## src/rtl/cnn_result_writer.sv

```systemverilog
// cnn_result_writer: stores the flattened CNN output vector in the shared RAM for the FC DMA.
//
// Accepts a valid/ready word stream from the last CNN stage, optionally clamps negative words to
// zero (ReLU), and writes each word to BASE_ADDR + index through a one-entry holding register in
// front of the RAM write port. When the last word of the frame has been acked by the RAM,
// cnn_done pulses for one cycle to start the FC fetch.
//
// Ports:
//   clk, rst            clock, synchronous active-high reset
//   start               begin a frame (honoured only when idle)
//   in_valid/in_data    CNN word stream (two's complement)
//   in_ready            word is accepted this cycle
//   ram_we/addr/wdata   RAM write request; held stable until ram_ack
//   ram_ack             RAM accepts the write this cycle
//   busy                frame in progress
//   word_count          writes acked in the current frame
//   cnn_done            one-cycle pulse: frame fully in RAM
module cnn_result_writer #(
  parameter int unsigned WORD_SIZE  = 16,
  parameter int unsigned ADDR_WIDTH = 16,
  parameter int unsigned NUM_WORDS  = 128,
  parameter int unsigned BASE_ADDR  = 0,
  parameter int unsigned RELU       = 1
) (
  input  logic                  clk,
  input  logic                  rst,
  input  logic                  start,
  input  logic                  in_valid,
  input  logic [WORD_SIZE-1:0]  in_data,
  output logic                  in_ready,
  output logic                  ram_we,
  output logic [ADDR_WIDTH-1:0] ram_addr,
  output logic [WORD_SIZE-1:0]  ram_wdata,
  input  logic                  ram_ack,
  output logic                  busy,
  output logic [ADDR_WIDTH-1:0] word_count,
  output logic                  cnn_done
);

  // One extra bit so a frame of exactly 2^ADDR_WIDTH words can be counted.
  localparam int unsigned CntW = ADDR_WIDTH + 1;
  localparam logic [CntW-1:0]       NumWords = CntW'(NUM_WORDS);
  localparam logic [CntW-1:0]       LastWord = CntW'(NUM_WORDS - 1);
  localparam logic [ADDR_WIDTH-1:0] BaseAddr = ADDR_WIDTH'(BASE_ADDR);

  typedef enum logic [1:0] {StIdle, StWrite, StDone} state_e;

  state_e                state_q;
  logic [CntW-1:0]       acc_cnt_q;
  logic [CntW-1:0]       wr_cnt_q;
  logic                  hold_valid_q;
  logic [WORD_SIZE-1:0]  hold_data_q;
  logic [ADDR_WIDTH-1:0] hold_addr_q;

  logic                  accept;
  logic                  ack;
  logic [WORD_SIZE-1:0]  relu_data;
  logic [ADDR_WIDTH-1:0] next_addr;

  // The holding register may be refilled in the same cycle its current word is acked,
  // which is what allows one word per cycle.
  assign in_ready  = (state_q == StWrite) && (acc_cnt_q < NumWords) &&
                     (!hold_valid_q || ram_ack);
  assign accept    = in_valid && in_ready;
  assign ack       = hold_valid_q && ram_ack;
  assign relu_data = ((RELU != 0) && in_data[WORD_SIZE-1]) ? '0 : in_data;
  // Address wraps modulo 2^ADDR_WIDTH.
  assign next_addr = BaseAddr + acc_cnt_q[ADDR_WIDTH-1:0];

  always_ff @(posedge clk) begin
    if (rst) begin
      state_q      <= StIdle;
      acc_cnt_q    <= '0;
      wr_cnt_q     <= '0;
      hold_valid_q <= 1'b0;
      hold_data_q  <= '0;
      hold_addr_q  <= '0;
    end else begin
      case (state_q)
        StIdle: begin
          if (start) begin
            state_q      <= StWrite;
            acc_cnt_q    <= '0;
            wr_cnt_q     <= '0;
            hold_valid_q <= 1'b0;
          end
        end
        StWrite: begin
          if (accept) begin
            hold_data_q  <= relu_data;
            hold_addr_q  <= next_addr;
            hold_valid_q <= 1'b1;
            acc_cnt_q    <= acc_cnt_q + CntW'(1);
          end else if (ack) begin
            hold_valid_q <= 1'b0;
          end
          if (ack) begin
            wr_cnt_q <= wr_cnt_q + CntW'(1);
            if (wr_cnt_q == LastWord) begin
              state_q <= StDone;
            end
          end
        end
        StDone: begin
          state_q <= StIdle;
        end
        default: begin
          state_q <= StIdle;
        end
      endcase
    end
  end

  assign ram_we     = hold_valid_q;
  assign ram_addr   = hold_addr_q;
  assign ram_wdata  = hold_data_q;
  assign busy       = (state_q == StWrite);
  assign cnn_done   = (state_q == StDone);
  assign word_count = wr_cnt_q[ADDR_WIDTH-1:0];

endmodule

```

## config.mk

```make
export PLATFORM = sky130hd
export DESIGN_NAME = cnn_result_writer
export DESIGN_NICKNAME = d
export VERILOG_FILES = /design/src/rtl/cnn_result_writer.sv
export SDC_FILE = /design/constraint.sdc
export NUM_CORES = 1
export LEC_CHECK = 0
export BUFFER_PORTS_ARGS = -buffer_cell sky130_fd_sc_hd__buf_2
export CORE_ASPECT_RATIO = 0.7
export CORE_MARGIN = 2
export CORE_UTILIZATION = 30
export CTS_CLUSTER_DIAMETER = 30
export DETAILED_ROUTE_END_ITERATION = 6
export PLACE_DENSITY = 0.53
export SKIP_CTS_REPAIR_TIMING = 1
export SLEW_MARGIN = 20
export SYNTH_ARGS = -nofsm -noshare
export SYNTH_HDL_FRONTEND = slang
export SYNTH_SLANG_ARGS = --single-unit
export TNS_END_PERCENT = 10
```

## constraint.sdc

```tcl
create_clock -name clk -period 1.7 [get_ports clk]
set_input_delay 0.085 -clock clk [delete_from_list [all_inputs] [get_ports clk]]
set_output_delay 0.085 -clock clk [all_outputs]
set_load 0.02 [all_outputs]
```

==> impl_metrics.toml, run 1 <==
[synthesis]
synthArstFlopShare_pct = 0
syn_area_um2 = 2780
synth-seq-area-share_pct = 48.9
syn_area_per_cell_um2 = 8.80
ys_seq_elements = 68
ys_types = 36
synth_edf_count = 0
syn-num-nets = 339
syn_inst = 316
ys_warn_count = 0
synthFlopType = "dfxtp_1"

[floorplan]
core_um2 = 9030
initial_core_util_pct = 30.8
die_w_um = 119
rows = 29
die_y_um = 84.6
die_area_um2 = 10100
num_io_pins = 73

[job]
cap_violations = 0

[pwr]
swShare_pct = 20.9
power.density_nw_per_um2 = 1050
p_leak_nw = 1.52
pwr-share-comb_pct = 6.5
ir_worst_vdd_mv = 0.417
power_switching_uw = 802
power.internal_mw = 3.03
p_total_mw = 3.83
p_clk_share_pct = 51.2
seq_power_share_pct = 42.3

[finish]
fillers = 909
n_antenna_cell = 0
drive_gt1_share_pct = 30.0
final_cell_mix = "buf_2 (71), dfxtp_1 (68), nand2_1 (43)"
final_cell_area_um2 = 3650
final_common_cell = "buf_2"
areaGrowthSynthToFinish_pct = 31.2
nets = 411

[setup_path]
crit_fanout = 4
end_kind = "output pin"
cp-start-kind = "register"
setup.worst_path.class = "reg -> out"
critical_path_arrival_ps = 1510
cp_data_required_time_ps = 1620

[clocking]
cts_root_buf = "clkbuf_16"
clkSlewWorstSetupHoldPaths_ps = 50
insertion_delay_ps = 330
cts_buffers = 9
clock-sinks = 68
clockBufferDepth = 2
cts_tree = "done"
htree_levels = 3

[run_status]
status = "complete, no violations"

[global_routing]
grt_use_met1_pct = 18.4
grt_pass1_vias = 2102
grt_pass1_wl_um = 10500
grtUsageMet3_pct = 6.25
grt_use_met2_pct = 18.8
antenna_found_initial = 0
grt-busiest-layer = "met2"
grt_remaining_overflow = 0
grt_start_max_net_pins = 25
grt_usage_pct = 13.4

[sta]
rsz0062_at_grt = "no"
timing.final.crit_share_pct = 93.7
period_needed_ps = 1590
hold_viol = 0
fmax_mhz = 628
slew_violations = 0
finalClockSkew_ps = 3.63
setup_viol = 0

[place]
placed_cell_area_um2 = 3270
port-buffer-count = 71
place_congestion = 0.760
hpwl_um = 4630

[routing]
drt-wirelength-per-cell_um = 12.6
antenna_left = 0
num_vias = 2279
drc = 0
routed_wl_um = 6500
firstDrtPassIters = 4
avgViaCountPerCell = 4.41
drt_first_iter_violations = 137

[min_path]
min_path_type = "in -> reg"
-- state kept, by name (all words and copies together), names as in the netlist --
name       flops
state_q        2
ram_we         1
wr_cnt_q      17
ram_addr      16
ram_wdata     15
acc_cnt_q     17
-- worst paths after layout --
check	from	end	slack (ps)	cells past startpoint
worst max-delay path	acc_cnt_q[9]	in_ready	110	4
worst min-delay path	in_data[12]	ram_wdata[12]	20	3
worst max register to register	acc_cnt_q[9]	ram_addr[9]	110	6
worst min register to register	ram_wdata[6]	ram_wdata[6]	450	2
-- cells in the mapped netlist (4+ instances only) --
cell	n	area [µm²]
dfxtp_1	68	1360
clkbuf_1	10	37.5
buf_4	19	143
nand3_1	13	65.1
nor4_1	6	37.5
nand3b_1	16	120
or3_1	4	25.0
xnor2_1	7	61.3
and2_1	18	113
xor2_1	9	78.8
nand2_1	43	161
nand4_1	5	31.3
nor3_1	7	35.0
a21oi_1	32	160
nor2_1	23	86.3
o21ai_0	4	20.0
and3_1	4	25.0
-- logic make-up (layout without fill, tap and decap cells) --
group                    Yosys count  in the layout  synth area share (%)
buffers and inverters             35            112                  7.65
adder cells (fa/ha/maj)            2              2                 0.900
AO/OA/AOI/OAI                     43             43                  8.64
other                              1              1                 0.135
flip-flops                        68             68                  48.9
multiplexers                       1              1                 0.360
AND/OR/NAND/NOR                  150            150                  28.3
XOR/XNOR                          16             16                  5.04
-- cell type report --
cell class / count / area (µm²) / area share (%)
Inverter: 3 / 11.3 / 0.309
Clock buffer: 11 / 243 / 6.65
Tap cell: 124 / 155 / 4.25
Clock inverter: 5 / 75.1 / 2.06
Multi-Input combinational cell: 213 / 1240 / 34.0
Sequential cell: 68 / 1360 / 37.3
Timing Repair Buffer: 93 / 563 / 15.4
-- critical path, stage by stage (launching register included) --
cell,delay [ps]
dfxtp_1,330
nor4_4,290
o2111a_2,270
buf_4,130
buf_2,170
-- power groups by stage --
stage	combinational, mW	clock [mW]	sequential (mW)
finish	0.249	1.96	1.62
global route	0.276	2.10	1.62
CTS	0.240	2.04	1.62
detailed placement	0.239	0	1.65
global placement	0.236	0	1.65
floorplan	0.121	0	1.67
-- stage by stage --
step	setup slack [ps]	utilization [%]	TNS [ps]	hold slack, ps	cells
final	108	40.4	0	23.9	517
after CTS	-139	39.7	-1700	5.23	515
after global routing	0.0842	40.4	0	21.5	517
after detailed placement	-129	36.1	-1380	362	499
after global placement	-17.5	36.1	-150	357	499
after floorplan	2.36	-	0	249	316
-- routing by layer --
layer,routed length [µm],vias up
li1,-,1197
met4,57,0
met2,2720,50
met3,352,9
met1,3370,1023
met5,0,-
(Power assumes the default switching activity.)
==> run 2, diff against run 1 <==
Settings changed: CORE_UTILIZATION 30 to 43, PLACE_DENSITY 0.53 to 0.71, SKIP_CTS_REPAIR_TIMING 1 to default.
==> impl_metrics.toml, run 2 (synthesis results as in run 1) <==
[finish]
drive_gt1_share_pct = 29.4
stdcell_count = 473
final_cell_mix = "buf_2 (71), dfxtp_1 (68), nand2_1 (43)"
n_antenna_cell = 0
fillers = 615
areaGrowthSynthToFinish_pct = 25.2
fin_util_pct = 55.8
final_common_cell = "buf_2"
nets = 413

[floorplan]
die_area_um2 = 7140
die_y_um = 71.3
num_io_pins = 73
core_um2 = 6250
initial_core_util_pct = 44.5
die_w_um = 100
rows = 24

[setup_path]
slowest_delay_ps = 320
r2r_cells = 5
rr_endpoint = "acc_cnt_q[6]"
cp_num_cells = 4
path_cells = "nor4_2, o2111a_2, buf_4, buf_2"
crit_family = "flip-flops"
setup.worst_path.class = "reg -> out"
cp_num_buf_inv = 2
r2r-start = "acc_cnt_q[9]"
cp-start-kind = "register"
timing.critical_path.from = "acc_cnt_q[9]"
critPathCapture = "in_ready"
crit_slowest_cell = "dfxtp_1"
r2r_slack_ps = 100
critical_path_arrival_ps = 1530
cp_data_required_time_ps = 1620
end_kind = "output pin"
crit_fanout = 4

[clocking]
insertion_delay_ps = 340
cts_tree = "done"
clkSlewWorstSetupHoldPaths_ps = 80
clockBufferDepth = 2
cts_root_buf = "clkbuf_8"
htree_levels = 3
clock-sinks = 68
cts_buffers = 9

[place]
hpwl_um = 4360
port-buffer-count = 71
place_congestion = 0.853
placed_cells = 453

[pwr]
p_clk_share_pct = 44.0
power_switching_uw = 777
ir_worst_vdd_mv = 0.528
seq_power_share_pct = 48.7
p_leak_nw = 1.47
swShare_pct = 23.4
power.internal_mw = 2.54
power.density_nw_per_um2 = 952
pwr-share-comb_pct = 7.3

[routing]
avgViaCountPerCell = 4.98
routed_wl_um = 6070
num_vias = 2354
drt-wirelength-per-cell_um = 12.8
firstDrtPassIters = 4
drt_first_iter_violations = 97
antenna_left = 0
drc = 0

[sta]
setup_viol = 0
finalClockSkew_ps = 7.79
hold_viol = 0
timing.final.crit_share_pct = 94.9
period_needed_ps = 1610
rsz0062_at_grt = "yes"
fmax_mhz = 620
slew_violations = 0

[global_routing]
grt_remaining_overflow = 0
grt_pass1_vias = 2275
grt_start_max_net_pins = 23
grt_pass1_wl_um = 10400
grt_usage_pct = 18.4
antenna_found_initial = 0

[run_status]
status = "complete, no violations"

[job]
cap_violations = 0

[min_path]
min_path_type = "in -> reg"
-- run 2: cell count changes in the layout (fill, tap and decap cells not counted), moves of 2 or more --
cell | before | now
clkinv_4 | 0 | 2
dlygate4sd3_1 | 0 | 3
clkbuf_16 | 10 | 0
clkinv_2 | 3 | 1
clkbuf_8 | 1 | 9
-- run 2: metrics by stage --
stage	hold slack (ps)	power (mW)	instance area [µm²]	TNS, ps	setup slack (ps)
5_1_grt	5.89	3.46	3480	-19.7	-8.75
6_report	21.0	3.32	3480	0	86.1
3_3_place_gp	355	1.88	3210	0	36.0
2_1_floorplan	249	1.79	2780	0	2.36
4_1_cts	2.82	3.35	3470	0	12.8
3_5_place_dp	361	1.88	3210	-511	-43.8
-- run 2: worst min path at each step --
stage,start,endpoint,slack (ps),cells past startpoint
after floorplan,in_data[0],ram_wdata[0],250,2
after global placement,in_data[5],ram_wdata[5],350,3
after detailed placement,in_data[4],ram_wdata[4],360,3
after CTS,in_data[8],ram_wdata[8],3,3
after global routing,in_data[12],ram_wdata[12],6,3
final,in_data[0],ram_wdata[0],20,3
-- run 2: timing repair --
item | 4_1_cts | 5_1_grt
setup buffers | 0 | 1
pin swaps | 0 | 1
cloned | 0 | 0
endpoints found under the setup margin | 30 | 29
hold endpoints to repair | 3 | 0
hold buffers | 3 | 0
resized for setup | 1 | 3
-- run 2: worst min-delay path: cells and delay by family --
| family | cells | cell delay [ps] |
|---|---|---|
| AO/OA/AOI/OAI | 1 | 60 |
| buffers and inverters | 1 | 100 |
| AND/OR/NAND/NOR | 1 | 70 |
-- run 2: metal layers --
metal  global-route usage [%]  up-vias  share of wire, %  wire length (µm)
met1                     25.2     1087                49              2980
met3                     7.32        2               5.8               355
met2                     27.7       67                45              2720
li1                         -     1198                 -                 -
met5                        0        -                 0                 0
met4                     3.96        0              0.28                17
-- run 2: final cells by class --
| type | instances | area (µm²) | area share (%) |
|---|---|---|---|
| Clock buffer | 9 | 124 | 3.56 |
| Clock inverter | 7 | 98.8 | 2.84 |
| Inverter | 3 | 11.3 | 0.323 |
| Multi-Input combinational cell | 213 | 1220 | 35.1 |
| Sequential cell | 68 | 1360 | 39.1 |
| Tap cell | 78 | 97.6 | 2.80 |
| Timing Repair Buffer | 95 | 568 | 16.3 |
-- run 2: power by group through the flow --
stage          clock, mW  sequential [mW]  combinational, mW
6_report            1.46             1.62              0.241
3_5_place_dp           0             1.65              0.230
3_3_place_gp           0             1.65              0.227
4_1_cts             1.50             1.62              0.237
5_1_grt             1.57             1.62              0.265
2_1_floorplan          0             1.67              0.121
==> run 3, diff against run 2 <==
Settings changed: CTS_BUF_LIST from default to sky130_fd_sc_hd__clkbuf_4, PLACE_DENSITY 0.71 to 0.68.
Clock period 1.7 ns to 1.9 ns, I/O delays scaled along.
==> impl_metrics.toml, run 3 (synthesis results as in run 1) <==
[sta]
period_needed_ps = 1750
fin_ws_ps = 151
hold_viol = 0
timing.final.crit_share_pct = 92.1
slew_violations = 0
rsz0062_at_grt = "no"
finalClockSkew_ps = 16.1
fmax_mhz = 572
fin_hold_ws_ps = 29.0
setup_viol = 0
setup_tns_ps = 0

[finish]
stdcell_count = 470
drive_gt1_share_pct = 25.0
final_common_cell = "buf_2"
nets = 410
n_antenna_cell = 0
areaGrowthSynthToFinish_pct = 22.2
regArea_um2 = 1360
fillers = 574
multi_input_area_um2 = 1220
final_cell_mix = "buf_2 (71), dfxtp_1 (68), nand2_1 (43)"
final_cell_area_um2 = 3400

[floorplan]
num_io_pins = 73
die_area_um2 = 7140
die_y_um = 71.3
die_w_um = 100
initial_core_util_pct = 44.5
core_um2 = 6250
rows = 24

[pwr]
power.density_nw_per_um2 = 766
ir_worst_vdd_mv = 0.363
p_leak_nw = 1.40

[setup_path]
r2r-start = "state_q[0]"
r2r_cells = 6
rr_endpoint = "ram_addr[10]"
cp_data_required_time_ps = 2210
critical_path_arrival_ps = 2060
r2r_slack_ps = 150
end_kind = "register"
crit_fanout = 24
setup.worst_path.class = "reg -> reg"
cp-start-kind = "register"

[place]
dp_slack_ps = 141
placed_cells = 438
port-buffer-count = 71
placed_cell_area_um2 = 3080
hpwl_um = 4060
place_congestion = 0.799

[min_path]
min_path_type = "in -> reg"
whs_path_depth = 3
worstHoldEndpoint = "state_q[1]"
hp-start = "start"

[routing]
drt-wirelength-per-cell_um = 12.8
avgViaCountPerCell = 4.95
routed_wl_um = 6000
drt_first_iter_violations = 71
firstDrtPassIters = 5
num_vias = 2327
drc = 0
antenna_left = 0

[global_routing]
grt_start_max_net_pins = 25
grt_remaining_overflow = 0
antenna_found_initial = 0
grt_usage_pct = 18.0
grt_pass1_wl_um = 10100
grt_pass1_vias = 2136

[job]
cap_violations = 0

[clocking]
insertion_delay_ps = 420
cts_root_buf = "clkbuf_4"
clock-sinks = 68
cts_setup_buffers = 0
htree_levels = 3
cts_tree = "done"
cts_buffers = 9
clkSlewWorstSetupHoldPaths_ps = 110
clockBufferDepth = 2

[run_status]
status = "complete, no violations"
==> run 3: cell types whose count changed in the layout (fill, tap and decap cells not counted), moves of 2 or more <==
cell / change
buf_4: -15
dlygate4sd3_1: +13
clkbuf_4: +9
clkbuf_8: -9
clkinv_4: -2
clkinvlp_4: +2
==> run 3: metal layers <==
metal	vias up	track usage (%)	wire, µm
li1	1193	-	-
met1	1063	24.1	2970
met2	63	26.6	2650
met3	8	6.83	321
met4	0	6.39	66
met5	-	0	0
==> run 3: critical path: stages (launching register included) <==
cell and delay (ps):
dfxtp_1 480, nor4b_2 230, o2111a_2 280, and2_1 180, buf_12 170, nor2_1 120, and2_1 180
==> run 3: worst max-delay path by stage <==
| stage | startpoint | to | slack [ps] | cells past startpoint |
|---|---|---|---|---|
| after floorplan | state_q[1] | acc_cnt_q[4] | 190 | 7 |
| final | state_q[0] | ram_addr[10] | 150 | 6 |
| after global routing | state_q[0] | ram_addr[10] | 3 | 6 |
| after detailed placement | wr_cnt_q[0] | wr_cnt_q[12] | 140 | 6 |
| after global placement | wr_cnt_q[0] | wr_cnt_q[12] | 210 | 6 |
| after CTS | wr_cnt_q[0] | wr_cnt_q[12] | 130 | 6 |
==> run 3: through the flow <==
step | power (mW) | utilization [%]
6_report | 2.60 | 54.4
5_1_grt | 2.72 | 54.4
4_1_cts | 2.63 | 54.2
3_5_place_dp | 1.66 | 49.4
3_3_place_gp | 1.66 | 49.4
2_1_floorplan | 1.60 | -
==> run 3: area by class of cell <==
| cell class | count | share of cell area, % |
|---|---|---|
| Clock buffer | 9 | 1.99 |
| Clock inverter | 7 | 2.21 |
| Inverter | 3 | 0.331 |
| Multi-Input combinational cell | 213 | 35.9 |
| Sequential cell | 68 | 40.1 |
| Tap cell | 78 | 2.87 |
| Timing Repair Buffer | 92 | 16.6 |
==> run 3: repair_timing <==
item,CTS,global route
hold buffers,16,0
setup endpoints to repair,0,3
endpoints found under the hold margin,19,0
gates resized for setup,0,2
==> run 3: power breakdown <==
| group | leakage (nW) | switching, mW | internal [mW] |
|---|---|---|---|
| clock | 0.0690 | 0.546 | 0.406 |
| combinational | 0.778 | 0.118 | 0.0834 |
| sequential | 0.549 | 0.0117 | 1.44 |
| total | 1.40 | 0.676 | 1.93 |
